File: src/rtl/branch_pkg.sv
// Shared definitions for the branch unit: branch opcode encodings,
// 2-bit saturating counter states and the counter update rule.
package branch_pkg;

  typedef enum logic [2:0] {
    BR_NONE = 3'b000,
    BR_BEQ  = 3'b001,
    BR_BNE  = 3'b010,
    BR_BLEZ = 3'b011,
    BR_BGTZ = 3'b100,
    BR_BLTZ = 3'b101,
    BR_BGEZ = 3'b110,
    BR_RSVD = 3'b111
  } br_op_e;

  localparam logic [1:0] SNT = 2'b00;
  localparam logic [1:0] WNT = 2'b01;
  localparam logic [1:0] WT  = 2'b10;
  localparam logic [1:0] ST  = 2'b11;

  // Move one step toward the resolved direction, holding at either end.
  function automatic logic [1:0] ctr_next(input logic [1:0] ctr, input logic taken);
    if (taken) begin
      return (ctr == ST) ? ST : ctr + 2'b01;
    end
    return (ctr == SNT) ? SNT : ctr - 2'b01;
  endfunction

endpackage

File: src/rtl/branch_unit_if.sv
// Fetch-prediction and branch-resolution bus between the pipeline and the
// branch unit; the pipeline is the master, the branch unit the slave.
interface branch_unit_if #(
  parameter int CNT_W = 16
);

  logic [31:0]      pred_pc;
  logic             pred_taken;
  logic             res_valid;
  logic [31:0]      res_pc;
  logic [2:0]       res_op;
  logic             res_zero;
  logic             res_neg;
  logic             res_pred;
  logic             out_valid;
  logic             res_taken;
  logic             mispredict;
  logic [CNT_W-1:0] branch_count;
  logic [CNT_W-1:0] mispred_count;

  modport master (
    output pred_pc, res_valid, res_pc, res_op, res_zero, res_neg, res_pred,
    input  pred_taken, out_valid, res_taken, mispredict, branch_count, mispred_count
  );

  modport slave (
    input  pred_pc, res_valid, res_pc, res_op, res_zero, res_neg, res_pred,
    output pred_taken, out_valid, res_taken, mispredict, branch_count, mispred_count
  );

endinterface

File: src/rtl/branch_cond.sv
// Branch direction from opcode and ALU flags; also used standalone by the
// single-cycle datapath. 'live' is low for BR_NONE and BR_RSVD.
module branch_cond
  import branch_pkg::*;
(
  input  logic [2:0] op,
  input  logic       zero,
  input  logic       neg,
  output logic       taken,
  output logic       live
);

  always_comb begin
    taken = 1'b0;
    live  = 1'b1;
    case (op)
      BR_BEQ:  taken = zero;
      BR_BNE:  taken = ~zero;
      BR_BLEZ: taken = zero | neg;
      BR_BGTZ: taken = ~zero & ~neg;
      BR_BLTZ: taken = neg;
      BR_BGEZ: taken = ~neg;
      default: live  = 1'b0;
    endcase
  end

endmodule

File: src/rtl/branch_unit.sv
// PC-indexed table of 2-bit saturating counters for fetch prediction, plus
// registered branch resolution, mispredict pulse and statistics counters.
module branch_unit
  import branch_pkg::*;
#(
  parameter int         IDX_W    = 6,
  parameter int         CNT_W    = 16,
  parameter logic [1:0] INIT_CTR = WNT
) (
  input  logic             clk,
  input  logic             reset,
  branch_unit_if.slave     bus
);

  localparam int DEPTH = 1 << IDX_W;

  logic [1:0]       ctr_q [DEPTH];
  logic [1:0]       ctr_d [DEPTH];
  logic             out_valid_q, out_valid_d;
  logic             res_taken_q, res_taken_d;
  logic             mispredict_q, mispredict_d;
  logic [CNT_W-1:0] branch_count_q, branch_count_d;
  logic [CNT_W-1:0] mispred_count_q, mispred_count_d;

  logic [IDX_W-1:0] pred_idx;
  logic [IDX_W-1:0] res_idx;
  logic             cond_taken;
  logic             cond_live;
  logic             live;
  logic             unused_pc_bits;

  assign pred_idx = bus.pred_pc[IDX_W+1:2];
  assign res_idx  = bus.res_pc[IDX_W+1:2];
  assign unused_pc_bits = ^{bus.pred_pc[31:IDX_W+2], bus.pred_pc[1:0],
                            bus.res_pc[31:IDX_W+2], bus.res_pc[1:0]};

  branch_cond u_cond (
    .op    (bus.res_op),
    .zero  (bus.res_zero),
    .neg   (bus.res_neg),
    .taken (cond_taken),
    .live  (cond_live)
  );

  assign live = bus.res_valid & cond_live;

  // Prediction reads the registered table, so a same-cycle update to the
  // same index is only visible from the following cycle.
  assign bus.pred_taken = ctr_q[pred_idx][1];

  always_comb begin
    ctr_d           = ctr_q;
    out_valid_d     = live;
    res_taken_d     = live & cond_taken;
    mispredict_d    = live & (cond_taken != bus.res_pred);
    branch_count_d  = branch_count_q;
    mispred_count_d = mispred_count_q;
    if (live) begin
      ctr_d[res_idx] = ctr_next(ctr_q[res_idx], cond_taken);
      branch_count_d = branch_count_q + CNT_W'(1);
      if (cond_taken != bus.res_pred) begin
        mispred_count_d = mispred_count_q + CNT_W'(1);
      end
    end
  end

  always_ff @(posedge clk) begin
    if (reset) begin
      for (int i = 0; i < DEPTH; i++) begin
        ctr_q[i] <= INIT_CTR;
      end
      out_valid_q     <= 1'b0;
      res_taken_q     <= 1'b0;
      mispredict_q    <= 1'b0;
      branch_count_q  <= '0;
      mispred_count_q <= '0;
    end else begin
      ctr_q           <= ctr_d;
      out_valid_q     <= out_valid_d;
      res_taken_q     <= res_taken_d;
      mispredict_q    <= mispredict_d;
      branch_count_q  <= branch_count_d;
      mispred_count_q <= mispred_count_d;
    end
  end

  assign bus.out_valid     = out_valid_q;
  assign bus.res_taken     = res_taken_q;
  assign bus.mispredict    = mispredict_q;
  assign bus.branch_count  = branch_count_q;
  assign bus.mispred_count = mispred_count_q;

endmodule

File: src/flat_wrapper.sv
// flat-port wrapper written by rule: the top's interface ports become plain ports
module branch_unit_flat import branch_pkg::*;
#(
  parameter int         IDX_W    = 6,
  parameter int         CNT_W    = 16,
  parameter logic [1:0] INIT_CTR = WNT
)
  (clk, reset, bus_pred_pc, bus_res_valid, bus_res_pc, bus_res_op, bus_res_zero, bus_res_neg, bus_res_pred, bus_pred_taken, bus_out_valid, bus_res_taken, bus_mispredict, bus_branch_count, bus_mispred_count);
  branch_unit_if #(.CNT_W(CNT_W)) bus_i ();
  input  logic clk;
  input  logic reset;
  input wire logic [$bits(bus_i.pred_pc)-1:0] bus_pred_pc;
  input wire logic [$bits(bus_i.res_valid)-1:0] bus_res_valid;
  input wire logic [$bits(bus_i.res_pc)-1:0] bus_res_pc;
  input wire logic [$bits(bus_i.res_op)-1:0] bus_res_op;
  input wire logic [$bits(bus_i.res_zero)-1:0] bus_res_zero;
  input wire logic [$bits(bus_i.res_neg)-1:0] bus_res_neg;
  input wire logic [$bits(bus_i.res_pred)-1:0] bus_res_pred;
  output wire logic [$bits(bus_i.pred_taken)-1:0] bus_pred_taken;
  output wire logic [$bits(bus_i.out_valid)-1:0] bus_out_valid;
  output wire logic [$bits(bus_i.res_taken)-1:0] bus_res_taken;
  output wire logic [$bits(bus_i.mispredict)-1:0] bus_mispredict;
  output wire logic [$bits(bus_i.branch_count)-1:0] bus_branch_count;
  output wire logic [$bits(bus_i.mispred_count)-1:0] bus_mispred_count;
  assign bus_i.pred_pc = bus_pred_pc;
  assign bus_i.res_valid = bus_res_valid;
  assign bus_i.res_pc = bus_res_pc;
  assign bus_i.res_op = bus_res_op;
  assign bus_i.res_zero = bus_res_zero;
  assign bus_i.res_neg = bus_res_neg;
  assign bus_i.res_pred = bus_res_pred;
  assign bus_pred_taken = bus_i.pred_taken;
  assign bus_out_valid = bus_i.out_valid;
  assign bus_res_taken = bus_i.res_taken;
  assign bus_mispredict = bus_i.mispredict;
  assign bus_branch_count = bus_i.branch_count;
  assign bus_mispred_count = bus_i.mispred_count;
  branch_unit #(.IDX_W(IDX_W), .CNT_W(CNT_W), .INIT_CTR(INIT_CTR)) u_core (.clk(clk), .reset(reset), .bus(bus_i));
endmodule
File: config.mk
export PLATFORM = sky130hd
export DESIGN_NAME = branch_unit_flat
export DESIGN_NICKNAME = d
export VERILOG_FILES = /design/src/rtl/branch_pkg.sv /design/src/rtl/branch_unit_if.sv /design/src/rtl/branch_cond.sv /design/src/rtl/branch_unit.sv /design/src/flat_wrapper.sv
export SDC_FILE = /design/constraint.sdc
export NUM_CORES = 1
export LEC_CHECK = 0
export BUFFER_PORTS_ARGS = -buffer_cell sky130_fd_sc_hd__buf_2
export CAP_MARGIN = 20
export CORE_UTILIZATION = 52
export DETAILED_ROUTE_END_ITERATION = 10
export GPL_ROUTABILITY_DRIVEN = 0
export PLACE_DENSITY_LB_ADDON = 0.15
export REMOVE_ABC_BUFFERS = 1
export SLEW_MARGIN = 20
export SYNTH_ARGS = -nofsm -noshare
export SYNTH_HDL_FRONTEND = slang
export SYNTH_HIERARCHICAL = 1
export SYNTH_SLANG_ARGS = --single-unit
File: constraint.sdc
create_clock -name clk -period 3.1 [get_ports clk]
set_clock_uncertainty 0.15 [all_clocks]
set_input_delay 0.31 -clock clk [delete_from_list [all_inputs] [get_ports clk]]
set_output_delay 0.31 -clock clk [all_outputs]
set_load 0.05 [all_outputs]
Word level (Yosys, flattened, before mapping) --
Index checks and enable logic that the tools add are counted. Widths: inputs -> output; s select.
Storage, ports and cells: input port bits 73, logic and storage cells 115, bits in registers 163, output and inout bits 36
Cells by class: bitwise operators 9, order comparisons 3, equal/unequal tests 8, reduce and logical (&&, ||, !) cells 4, muxes and demuxes 18, add/subtract/negate cells 4
Operators with widths (count):
- $bwmux 128 | 1
- $add 16x1->16 const B | 2
- $bmux 2 s6 | 2
- $mux 2 | 10
- $ge 7x7->1 const B | 2
- $not 6->7 | 2
- $demux 2 s6 | 1
- $eq 3x3->1 const B | 3
- $lt 7x1->1 const B | 1
- $eq 3x2->1 const B | 2
- $pmux 1 s6 | 1
- $reduce_or 6->1 | 1
- $and 1x1->1 | 4
- $eq 3x1->1 const B | 1
- $mux 1 | 3
- $add 2x1->2 const B | 1
- $eq 2x2->1 const B | 1
- $logic_not 2->1 | 1
- $not 1->1 | 2
- $reduce_and 2->1 | 1
- $sub 2x1->2 const B | 1
- $logic_and 1x1->1 | 1
- $ne 1x1->1 | 1
- $or 1x1->1 | 1

Logic depth before layout (Yosys ltp) --
Gate-level depths: netlist (run 1).
depth after elaboration 10, mapped depth 12, gate-level depth less buffers 10

Cells and area by module --
Netlist (run 1), hierarchy kept.
Modules (own cells, without submodules):
- branch_unit | cells an instance 902, area each 8007.7 µm², sequential area each 3263.1 µm², times used 1
- branch_cond | cells an instance 10, area each 65.1 µm², sequential area each 0.0 µm², times used 1

Least setup slack after synthesis (run 1) --
OpenSTA, ideal clock, no wires.
path kind input port to output port, start input port bus_pred_pc[2], end output port bus_pred_taken, path buffers 2, arrival 2880 ps, required time 2640 ps, setup slack -240 ps, cell stages on the path 5, cell sequence clkbuf_1 buf_1 mux4_2 mux4_2 mux4_2
Between the ends: cells in the longest elaborated chain, start to end 4
Ends and longest elaborated chain:
- start, declared | line flat_wrapper.sv:12 | input wire logic [$bits(bus_i.pred_pc)-1:0] bus_pred_pc;
- $not 6->7 (not written as such) | line branch_unit.sv:49 | assign bus.pred_taken = ctr_q[pred_idx][1];
- $bmux 2 s6 | line branch_unit.sv:49
- $mux 2 (not written as such) (2 in series) | line branch_unit.sv:49
- end, declared | line flat_wrapper.sv:19 | output wire logic [$bits(bus_i.pred_taken)-1:0] bus_pred_taken;
No other way between the ends. The select of a mux whose other input is x is not followed.

Worst setup path in the final report (run 1) --
start input port bus_res_pc[2], end register u_core/ctr_q[14] (netlist name)
Between the ends: cells in the longest elaborated chain, start to end 10, elaborated cells on any way between the ends 19, classes of those cells 2 x add/sub; 2 x order compare; 1 x eq/ne; 11 x mux; 1 x bitwise; 2 x reduce/logical
Ends and longest elaborated chain:
- start, declared | line flat_wrapper.sv:14 | input wire logic [$bits(bus_i.res_pc)-1:0] bus_res_pc;
- $not 6->7 (not written as such) * | line branch_unit.sv:59 | ctr_d[res_idx] = ctr_next(ctr_q[res_idx], cond_taken);
- $bmux 2 s6 | line branch_unit.sv:59
- $mux 2 (not written as such) (2 in series) | line branch_unit.sv:59
- $add 2x1->2 or $eq 2x2->1 (tied branches) | line branch_pkg.sv:24 | return (ctr == ST) ? ST : ctr + 2'b01;
- $mux 2 | line branch_pkg.sv:24
- $mux 2 | line branch_pkg.sv:23 | if (taken) begin
- $mux 2 | line branch_pkg.sv:26 | return (ctr == SNT) ? SNT : ctr - 2'b01;
- $mux 2 | line branch_unit.sv:58 | if (live) begin
- $bwmux 128 * | line branch_unit.sv:59
- end signal, assigned | line branch_unit.sv:78 | ctr_q <= ctr_d;
- end, declared | line branch_unit.sv:17 | logic [1:0] ctr_q [DEPTH];
Mark *: on every way between the ends. The rest lies on a longest branch, timed or not. The select of a mux whose other input is x is not followed. A chain may end at the register's enable or synchronous reset.

==> results.json, run 1 <==
{
  "postRouteAntennaNets": 0,
  "gr-total-overflow": 0,
  "timing.rr.start": "u_core/ctr_q[84]",
  "cts_resized": 0,
  "ys_ff_latch": 163,
  "finalHoldViolations": 0,
  "setup_viol_count_final": 0,
  "placed_area_sq_mm": 0.00877,
  "slowest_stage": "or4_1",
  "min_path_type": "primary input to flip-flop",
  "path_cells": "buf_2 > buf_4 > nor2_1 > a22o_1 > a222oi_1 > o22ai_1 > or4_1 > maj3_2 > buf_12 > o311ai_2",
  "hold_buffers": 0,
  "path_max_fanout": 30,
  "peakVddDrop_mv": 0.404,
  "drc": 2,
  "path_clk_slew_ns": 0.06,
  "tns_ns": 0,
  "netlist_area_sq_mm": 0.00807,
  "drtPass1Iterations": 9,
  "ff2ff_path_depth": 7,
  "cts_setup_buffers": 0,
  "core_sq_mm": 0.0152,
  "synth-main-ff-cell": "dfxtp_1",
  "power.share.clock_pct": 45.8,
  "grt_usage_pct": 27.6,
  "start_util_pct": 53.1,
  "relSlewSlack_pct": 32.5,
  "worst_slew_pin_slew_ns": 1.01,
  "cts_sinks": 163,
  "routed_wl_microns": 21600,
  "finalCriticalPeriod_ns": 2.98,
  "r2r-end": "u_core/ctr_q[14]",
  "grt_pass1_vias": 6371,
  "dpl.hpwl_microns": 14100,
  "final_cells": 1185,
  "required_ns": 3.28,
  "critical_path.max_stage_delay_ns": 0.44,
  "antenna_found_initial": 0,
  "leakagePower_nw": 3.47,
  "wire_per_inst_microns": 18.2,
  "dieArea_sq_mm": 0.0160,
  "final_area_sq_mm": 0.00940,
  "grt_pass1_wl_microns": 34100,
  "cts_made_buffers": 17,
  "syn-instance-count": 912,
  "yosys_warnings": 6,
  "drt_iter0_markers": 658,
  "p_switching_mw": 1.23,
  "timing.final.crit_share_pct": 96.2,
  "crit_type": "primary input to flip-flop",
  "crit_path_end": "u_core/ctr_q[14]",
  "drive_gt1_share_pct": 21.9,
  "die_w_microns": 127,
  "totalPowerFinal_mw": 4.88,
  "p_sw_share_pct": 25.2,
  "p_int_mw": 3.65,
  "crit_cells": 10,
  "cts_tree": "built",
  "crit_path_start_kind": "primary input",
  "area_growth_pct": 16.4,
  "mostFrequentLayoutCells": "163 x dfxtp_1, 143 x nor2_1, 110 x nand2_1",
  "htreeDepth": 4,
  "final_util_pct": 61.8,
  "io_pins": 109,
  "via_count": 7135,
  "crit_family": "compound AO/OA/AOI/OAI gates",
  "cap_violations": 0,
  "seqPwrFrac_pct": 43.5,
  "nets": 1059,
  "synth-edff-count": 0,
  "failed_checks": "design-rule violations",
  "placement_rows": 45,
  "cp.arrival_ns": 3.16,
  "synthArstFlopShare_pct": 0,
  "place_inst": 1153,
  "max_freq_mhz": 335,
  "clock_tree.root_cell": "clkbuf_16",
  "p_per_area_mw_per_mm2": 519,
  "final_common_cell": "dfxtp_1",
  "hold_slack_ns": 0.0699,
  "die_h_microns": 127,
  "crit_start": "bus_res_pc[2]",
  "outcome": "finished, violations left",
  "grt_start_max_net_pins": 92,
  "rsz0062_at_grt": "false",
  "clk_latency_ns": 0.43,
  "port_buffers": 56,
  "worst_setup_path_end_kind": "flip-flop",
  "synth.distinct_cells": 63,
  "fin_ws_ns": 0.119,
  "avgSynthCellArea_sq_um": 8.85,
  "via_per_inst": 6.02,
  "antenna-diode-count": 0,
  "seq_area_frac_synth_pct": 40.4,
  "place_ws_ns": -0.266,
  "maxSlewViolCount": 0,
  "p_comb_share_pct": 10.6,
  "clockBufferDepth": 2,
  "cp_num_buf_inv": 3,
  "r2r_slack_ns": 0.23
}
[Yosys cell counts (all sizes together) (2+ instances only)]
cell type / number / share of area, %
xnor2: 6 / 0.65
mux2i: 14 / 1.7
a311oi: 5 / 0.54
a221o: 9 / 1.1
xor2: 18 / 2.0
o211ai: 17 / 2.4
and3: 9 / 0.70
a22o: 3 / 0.33
dfxtp: 163 / 40
and2: 6 / 0.47
nand2: 110 / 5.1
nor2: 144 / 6.7
nand2b: 3 / 0.23
a21oi: 76 / 4.7
nand4: 7 / 0.54
mux4: 35 / 9.8
clkbuf: 31 / 1.4
o311ai: 4 / 0.62
nor3: 10 / 0.62
nand3b: 2 / 0.19
a22oi: 8 / 0.74
buf: 36 / 3.0
maj3: 2 / 0.26
or3: 8 / 0.62
nand3: 12 / 0.74
a211oi: 46 / 4.3
nor3b: 4 / 0.37
o22ai: 7 / 0.54
ha: 2 / 0.31
a31oi: 2 / 0.15
inv: 7 / 0.33
o21ai: 71 / 4.4
a221oi: 3 / 0.40
mux2: 8 / 1.2
or2: 3 / 0.23
nor2b: 7 / 0.54
[how the worst min path moves through the flow]
stage,startpoint,to,depth (start not counted)
2_1_floorplan,reset,u_core/bus.branch_count[10],1
3_3_place_gp,u_core/ctr_q[74],u_core/ctr_q[74],2
3_5_place_dp,u_core/ctr_q[74],u_core/ctr_q[74],2
4_1_cts,bus_res_pred,u_core/bus.mispredict,3
5_1_grt,bus_res_pred,u_core/bus.mispredict,3
6_report,bus_res_pred,u_core/bus.mispredict,3
[cell type report]
type,instances,area (sq um)
multi-input cells,675,4430
well taps,188,235
inverters,7,26.3
clock inverters,10,146
clock buffers,22,484
repair buffers,120,813
fillers,1313,5800
flip-flops and latches,163,3260
[worst reg2reg max path: cells and delay by family (launching register included)]
kind / cells / cell delay (ns)
flip-flops: 1 / 0.31
AO/OA/AOI/OAI: 2 / 0.43
buffers and inverters: 1 / 0.19
adder cells (fa/ha/maj): 1 / 0.38
AND/OR/NAND/NOR: 1 / 0.56
multiplexers: 2 / 0.75
[state kept, by name, summed over array words and instances (netlist names)]
register / flops
u_core/bus.mispredict: 1
u_core/bus.mispred_count: 16
u_core/ctr_q: 128
u_core/bus.res_taken: 1
u_core/bus.branch_count: 16
u_core/bus.out_valid: 1
[cell families after synthesis]
group	synth area share (%)
AO/OA/AOI/OAI	21.3
flip-flops	40.4
adder cells (fa/ha/maj)	0.573
XOR/XNOR	2.60
multiplexers	12.7
AND/OR/NAND/NOR	17.6
buffers and inverters	4.79
[layer usage]
| metal | part of all wire (%) | track usage, % | vias to the layer above |
|---|---|---|---|
| met2 | 44 | 42.1 | 283 |
| met3 | 8.0 | 5.78 | 50 |
| met4 | 2.5 | 10.1 | 0 |
| met1 | 45 | 38.7 | 3339 |
| li1 | - | - | 3463 |
| met5 | 0 | 0 | - |
[power groups by stage]
stage / Sequential (mW) / Clock, mW / Combinational, mW
2_1_floorplan: 2.19 / 0 / 0.219
3_3_place_gp: 2.17 / 0 / 0.512
3_5_place_dp: 2.17 / 0 / 0.513
4_1_cts: 2.12 / 2.27 / 0.515
5_1_grt: 2.13 / 2.35 / 0.553
6_report: 2.12 / 2.24 / 0.520
Power figures use the tool's default switching activity.
==> run 2, diff against run 1 <==
CTS_BUF_LIST = sky130_fd_sc_hd__clkbuf_16   (was unset)
==> results.json, run 2 (synthesis results as in run 1) <==
{
  "die_w_microns": 127,
  "clockBufferDepth": 2,
  "grt_start_max_net_pins": 92,
  "start_util_pct": 53.1,
  "area_growth_pct": 15.9,
  "path_clk_slew_ns": 0.06,
  "dieArea_sq_mm": 0.0160,
  "relSlewSlack_pct": 32.0,
  "core_sq_mm": 0.0152,
  "peakVddDrop_mv": 0.399,
  "cts_made_buffers": 17,
  "dpl.hpwl_microns": 14100,
  "io_pins": 109,
  "maxSlewViolCount": 0,
  "wire_per_inst_microns": 18.2,
  "p_int_mw": 3.55,
  "drt_iter0_markers": 624,
  "via_count": 7145,
  "final_common_cell": "dfxtp_1",
  "clock_tree.root_cell": "clkbuf_16",
  "cts_setup_buffers": 0,
  "placement_rows": 45,
  "clk_latency_ns": 0.43,
  "tns_ns": 0,
  "crit_path_start_kind": "primary input",
  "port_buffers": 56,
  "power.share.clock_pct": 44.6,
  "antenna-diode-count": 0,
  "required_ns": 3.28,
  "path_max_fanout": 30,
  "nets": 1059,
  "leakagePower_nw": 3.45,
  "setup_viol_count_final": 0,
  "grt_pass1_vias": 6389,
  "finalCriticalPeriod_ns": 2.97,
  "finalHoldViolations": 0,
  "drtPass1Iterations": 8,
  "timing.final.crit_share_pct": 95.7,
  "cts_tree": "built",
  "seqPwrFrac_pct": 44.5,
  "die_h_microns": 127,
  "postRouteAntennaNets": 0,
  "rsz0062_at_grt": "false",
  "totalPowerFinal_mw": 4.77,
  "cts_sinks": 163,
  "top_register": "u_core/ctr_q",
  "worst_setup_path_end_kind": "flip-flop",
  "p_sw_share_pct": 25.7,
  "via_per_inst": 6.03,
  "max_freq_mhz": 337,
  "p_comb_share_pct": 10.9,
  "outcome": "finished, violations left",
  "drc": 2,
  "failed_checks": "design-rule violations",
  "cp.arrival_ns": 3.15,
  "p_per_area_mw_per_mm2": 510,
  "worst_slew_pin_slew_ns": 1.02,
  "gr-total-overflow": 0,
  "crit_type": "primary input to flip-flop",
  "htreeDepth": 4,
  "cap_violations": 0,
  "cts_resized": 0,
  "mostFrequentLayoutCells": "163 x dfxtp_1, 143 x nor2_1, 110 x nand2_1",
  "routed_wl_microns": 21600,
  "final_util_pct": 61.6,
  "grt_usage_pct": 27.6,
  "grt_pass1_wl_microns": 34100,
  "r2r_slack_ns": 0.20,
  "antenna_found_initial": 0,
  "min_path_type": "primary input to flip-flop",
  "drive_gt1_share_pct": 21.5,
  "p_switching_mw": 1.23,
  "largest_reg_flops": 128,
  "hold_buffers": 0
}
-- run 2: cell count changes in the layout (fill, tap and decap cells not counted) --
cell | previous run | this run
clkbuf_8 | 4 | 0
inv_1 | 7 | 8
clkinv_1 | 0 | 4
clkbuf_1 | 1 | 0
-- run 2: area by class of cell --
cell class,instances,area (sq um)
repair buffers,120,813
flip-flops and latches,163,3260
well taps,188,235
clock inverters,15,165
inverters,7,26.3
fillers,1318,5840
clock buffers,17,425
multi-input cells,675,4430
-- run 2: path summary, 6_finish.rpt --
path | start | end | depth (start not counted)
max | bus_res_pc[2] | u_core/ctr_q[14] | 10
min | bus_res_pred | u_core/bus.mispredict | 3
max reg2reg | u_core/ctr_q[84] | u_core/ctr_q[14] | 7
min reg2reg | u_core/ctr_q[74] | u_core/ctr_q[74] | 2
-- run 2: per-stage QoR --
step / cells / setup slack [ns] / hold WS, ns / area (sq um)
floorplan: 845 / -0.0928 / 0.229 / 7710
global placement: 1153 / -0.230 / 0.296 / 8770
detailed placement: 1153 / -0.266 / 0.305 / 8770
CTS: 1185 / 0.185 / 0.0597 / 9360
global route: 1185 / 0.0339 / 0.0921 / 9360
finish: 1185 / 0.133 / 0.0718 / 9360
-- run 2: power groups by stage --
| stage | clock network, mW | logic (mW) | registers, mW |
|---|---|---|---|
| after floorplan | 0 | 0.219 | 2.19 |
| after global placement | 0 | 0.512 | 2.17 |
| after detailed placement | 0 | 0.513 | 2.17 |
| after CTS | 2.16 | 0.515 | 2.12 |
| after global routing | 2.24 | 0.553 | 2.13 |
| final | 2.13 | 0.521 | 2.12 |
-- run 2: critical path: stages --
cell and delay, ns:
buf_2 0.37, buf_4 0.29, nor2_1 0.08, a22o_1 0.24, a222oi_1 0.42, o22ai_1 0.15, or4_1 0.44, maj3_2 0.38
buf_12 0.19, o311ai_2 0.25
-- run 2: routing by layer --
layer	global-route usage [%]	routed length (microns)	vias up
met4	10.1	466	0
met3	5.57	1870	40
met1	38.7	9570	3322
met2	42.1	9670	317
met5	0	0	-
li1	-	-	3466
